==> src/rtl/register_file_pc.sv <==
// Parametrised 3-read/1-write register file with a dedicated auto-incrementing PC slot.
// Reads are combinational with optional write-through bypass; writes commit 1 cycle later.
// No backpressure: every enabled edge commits.
module register_file_pc #(
    parameter int unsigned           DATA_WIDTH   = 32,
    parameter int unsigned           ADDR_WIDTH   = 4,
    parameter int unsigned           NUM_REGS     = 16,
    parameter int unsigned           PC_INDEX     = 15,
    parameter logic [DATA_WIDTH-1:0] PC_INCREMENT = 4,
    parameter logic [DATA_WIDTH-1:0] RESET_VECTOR = '0,
    parameter bit                    BYPASS       = 1'b1
) (
    input  logic                  clk,
    input  logic                  reset,
    output logic [DATA_WIDTH-1:0] port_a,
    output logic [DATA_WIDTH-1:0] port_b,
    output logic [DATA_WIDTH-1:0] port_d,
    output logic [DATA_WIDTH-1:0] pc_out,
    input  logic [ADDR_WIDTH-1:0] a_select,
    input  logic [ADDR_WIDTH-1:0] b_select,
    input  logic [ADDR_WIDTH-1:0] d_select,
    input  logic [DATA_WIDTH-1:0] port_c,
    input  logic [ADDR_WIDTH-1:0] decoder_control,
    input  logic                  load_enable,
    input  logic                  pc_load,
    input  logic [DATA_WIDTH-1:0] pc_in,
    input  logic                  pc_increment
);

    localparam logic [ADDR_WIDTH:0]   NUM_REGS_W = (ADDR_WIDTH+1)'(NUM_REGS);
    localparam logic [ADDR_WIDTH-1:0] PC_SEL     = ADDR_WIDTH'(PC_INDEX);

    logic [DATA_WIDTH-1:0] regs_q [NUM_REGS];
    logic [DATA_WIDTH-1:0] regs_d [NUM_REGS];

    logic                  wr_en;
    logic                  pc_wr_port;
    logic [ADDR_WIDTH-1:0] rd_sel [3];
    logic [DATA_WIDTH-1:0] rd_dat [3];

    // Gating with reset keeps the bypass from leaking port_c while state is held cleared.
    assign wr_en      = !reset && load_enable && ({1'b0, decoder_control} < NUM_REGS_W);
    assign pc_wr_port = wr_en && (decoder_control == PC_SEL);

    always_comb begin
        regs_d = regs_q;
        if (wr_en) begin
            regs_d[decoder_control] = port_c;
        end
        if (pc_load) begin
            regs_d[PC_INDEX] = pc_in;
        end else if (!pc_wr_port && pc_increment) begin
            regs_d[PC_INDEX] = regs_q[PC_INDEX] + PC_INCREMENT;
        end
    end

    always_ff @(posedge clk or posedge reset) begin
        if (reset) begin
            for (int unsigned i = 0; i < NUM_REGS; i++) begin
                regs_q[i] <= (i == PC_INDEX) ? RESET_VECTOR : '0;
            end
        end else begin
            regs_q <= regs_d;
        end
    end

    assign rd_sel = '{a_select, b_select, d_select};

    // A pending pc_load overrides the port write to PC, so the PC slot is not forwarded then.
    always_comb begin
        for (int p = 0; p < 3; p++) begin
            rd_dat[p] = '0;
            if ({1'b0, rd_sel[p]} < NUM_REGS_W) begin
                if (BYPASS && wr_en && (rd_sel[p] == decoder_control)
                        && !(pc_load && (rd_sel[p] == PC_SEL))) begin
                    rd_dat[p] = port_c;
                end else begin
                    rd_dat[p] = regs_q[rd_sel[p]];
                end
            end
        end
    end

    assign port_a = rd_dat[0];
    assign port_b = rd_dat[1];
    assign port_d = rd_dat[2];
    assign pc_out = regs_q[PC_INDEX];

endmodule

==> config.mk <==
export PLATFORM = sky130hd
export DESIGN_NAME = register_file_pc
export DESIGN_NICKNAME = d
export VERILOG_FILES = /design/src/rtl/register_file_pc.sv
export SDC_FILE = /design/constraint.sdc
export NUM_CORES = 1
export LEC_CHECK = 0
export BUFFER_PORTS_ARGS = -buffer_cell sky130_fd_sc_hd__buf_2
export CELL_PAD_IN_SITES_DETAIL_PLACEMENT = 2
export CELL_PAD_IN_SITES_GLOBAL_PLACEMENT = 2
export CORE_MARGIN = 1.5
export CORE_UTILIZATION = 48
export DETAILED_ROUTE_END_ITERATION = 10
export HOLD_SLACK_MARGIN = 0.15
export PLACE_DENSITY_LB_ADDON = 0.1
export SYNTH_ARGS = -nofsm -noshare
export SYNTH_HDL_FRONTEND = slang
export SYNTH_SLANG_ARGS = --single-unit
==> constraint.sdc <==
create_clock -name clk -period 43.6 [get_ports clk]
set_input_delay 4.36 -clock clk [delete_from_list [all_inputs] [get_ports clk]]
set_output_delay 4.36 -clock clk [all_outputs]
set_load 0.005 [all_outputs]
==> impl_metrics.env <==
export IMPL_clkSinkCount=512
export IMPL_vias_per_cell=7.17
export IMPL_hold_path_class="register to register"
export IMPL_most_common_layout_cells="512 x dfrtp_1, 441 x mux2_2, 384 x mux4_2"
export IMPL_start_util_pct=48.8
export IMPL_place_inst=3282
export IMPL_drv_slew=0
export IMPL_rows=96
export IMPL_cts_made_buffers=60
export IMPL_cts_setup_buffers=0
export IMPL_max_cap_viol_count=0
export IMPL_hpwl_um=74500
export IMPL_outcome="complete, no violations"
export IMPL_end_kind="primary output"
export IMPL_drtAntennaViolNets=0
export IMPL_avgSynthCellArea_um2=13.9
export IMPL_dr_pass1_iters=5
export IMPL_max_vdd_ir_drop_uv=34.9
export IMPL_vias=24337
export IMPL_ys_warn_count=0
export IMPL_yosysSeqAreaShare_pct=38.1
export IMPL_io_buffers=212
export IMPL_clk_latency_ns=0.65
export IMPL_die_area_mm2=0.0717
export IMPL_grt_pass1_vias=26950
export IMPL_finClkSkew_ns=0.0263
export IMPL_slowest_stage="nand2_2"
export IMPL_async_flop_share_pct=100
export IMPL_final_common_cell="dfrtp_1"
export IMPL_synth_top_area_cell="dfrtp_1"
export IMPL_syn_area_mm2=0.0336
export IMPL_synth_distinct_cells=77
export IMPL_max_freq_ghz=0.0773
export IMPL_grt_max_degree=128
export IMPL_gp_congestion=0.786
export IMPL_stdcell_count=3392
export IMPL_cts_root_buf="clkbuf_16"
export IMPL_p_leak_nw=15.2
export IMPL_syn_num_nets=2505
export IMPL_grt_pass1_wl_um=187000
export IMPL_finalSetupViolCount=0
export IMPL_cts_tree="built"
export IMPL_ys_ff_latch=512
export IMPL_clockBufferDepth=3
export IMPL_overflow=0
export IMPL_tightestPinTransition_ns=1.27
export IMPL_htreeDepth=2
export IMPL_synth_main_ff_cell="dfrtp_1"
export IMPL_worst_path_most_repeated_cell="buf_4"
export IMPL_final_nets=2499
export IMPL_path_max_fanout=47
export IMPL_final_cell_area_mm2=0.0366
export IMPL_crit_arrival_ns=8.57
export IMPL_wire_per_inst_um=37.0
export IMPL_hold_viol_final=0
export IMPL_antenna_found_initial=7
export IMPL_placed_cell_area_mm2=0.0347
export IMPL_routed_wl_um=125000
export IMPL_drc=0
export IMPL_power_density_mw_per_mm2=43.5
export IMPL_grt_use_total_pct=35.7
export IMPL_critPathTopFamily="buffers and inverters"
export IMPL_max_stage_delay_ns=0.94
export IMPL_crit_path_start_kind="input pin"
export IMPL_path_class="input pin to primary output"
export IMPL_die_h_um=268
export IMPL_rsz0062_at_grt="no"
export IMPL_die_w_um=268
export IMPL_ios=213
export IMPL_ctsHoldBuffers=0
export IMPL_timing_hold_ws_ns=0.538
export IMPL_critPathBufInv=4
export IMPL_clkTransAtPathRegs_ns=0.06
export IMPL_min_period_ns=12.93
export IMPL_required_ns=39.24
export IMPL_synthTopCellsByArea="dfrtp_1 38%, mux4_2 26%, mux2_2 15%"
export IMPL_fp_coreArea_mm2=0.0689
export IMPL_slew_headroom_pct=14.9
export IMPL_crit_chain="buf_6 > buf_4 > and4_1 > o21ai_0 > nand2_2 > and2_2 > buf_4 > a211oi_2 > buf_2"
export IMPL_fin_setup_tns_ns=0
export IMPL_cts_repair_resized=0
export IMPL_finalCritPeriodShare_pct=29.7
export IMPL_yosysTopAreaCellShare_pct=38.1
export IMPL_syn_inst=2419
export IMPL_initialDrtViolationCount=2030
export IMPL_drive_gt1_share_pct=51.8
export IMPL_fillers=6322
export IMPL_syn_to_final_growth_pct=8.78
export IMPL_fin_total_pwr_mw=1.59
export IMPL_synth_enable_flop_cells=0
-- per-stage QoR --
step	util, %	setup slack [ns]
final	53.1	30.67
after global routing	53.1	30.57
after global placement	50.3	30.86
after floorplan	-	24.94
after detailed placement	50.3	30.68
after CTS	53.1	30.64
-- cell families after synthesis --
family	count (synthesis)	synth area share (%)
and+or+nand+nor	294	4.50
DFF	512	38.1
AOI/OAI and AO/OA	360	8.78
muxes	902	42.9
xor gates and xnor gates	20	0.521
adders and majority gates	1	0.0372
buffers and inverters	330	5.18
-- final cells by class --
class / instances / area [um^2] / area share, %
diodes: 2 / 5.00 / 0.0137
clock buffers: 92 / 1810 / 4.96
inverters: 5 / 26.3 / 0.0718
multi-input cells: 1577 / 19200 / 52.5
flip-flops and latches: 512 / 12800 / 35.0
repair buffers: 257 / 1450 / 3.95
clock inverters: 16 / 116 / 0.318
well taps: 931 / 1160 / 3.18
-- state kept, by name (all words and copies together), names as in the netlist --
register  cells
pc_out       32
regs_q      480
-- path summary, 6_finish.rpt --
kind | startpoint | end | slack, ns | cells after the start
min | regs_q[132] | regs_q[132] | 0.54 | 1
min in group asynchronous | reset | regs_q[291] | 3.93 | 2
max in group asynchronous | reset | regs_q[80] | 36.41 | 5
max reg2reg | pc_out[10] | pc_out[24] | 40.90 | 5
max | a_select[1] | port_a[2] | 30.67 | 9
min reg2reg | regs_q[132] | regs_q[132] | 0.54 | 1
-- synthesized netlist by cell type (4+ instances only) --
cell type  instances
mux4_2           384
or3_1              4
a22o_1            65
clkbuf_1         127
o21ai_1           51
o31ai_1            7
xor2_1             9
a211oi_2          32
a221oi_2          22
nor3_1             6
buf_2            101
mux2_1            42
mux2_2           441
inv_1              4
nand3_1           12
buf_1             20
mux2i_1           35
nor2_1            52
and2_1            11
and3_1            11
nand2_1          103
nand4_1           23
a211oi_1          37
o21ai_0           37
buf_6             24
a21oi_1           20
buf_4             52
xnor2_1           11
dfrtp_1          512
a221oi_1          47
and4_1             6
nor2b_1           44
-- routing by layer --
metal,global-route usage [%],vias to the layer above,share of wire (%)
met1,46.7,13459,40
met5,0,-,0.048
met2,59.6,982,50
met4,15.8,10,4.6
met3,5.07,317,5.5
li1,-,9569,-
-- power by group --
| part | switching, mW | internal, mW | leakage, nW |
|---|---|---|---|
| Sequential | 0.106 | 0.566 | 6.51 |
| Combinational | 0.175 | 0.241 | 7.74 |
| Clock | 0.215 | 0.290 | 0.965 |
Power figures use the tool's default switching activity.
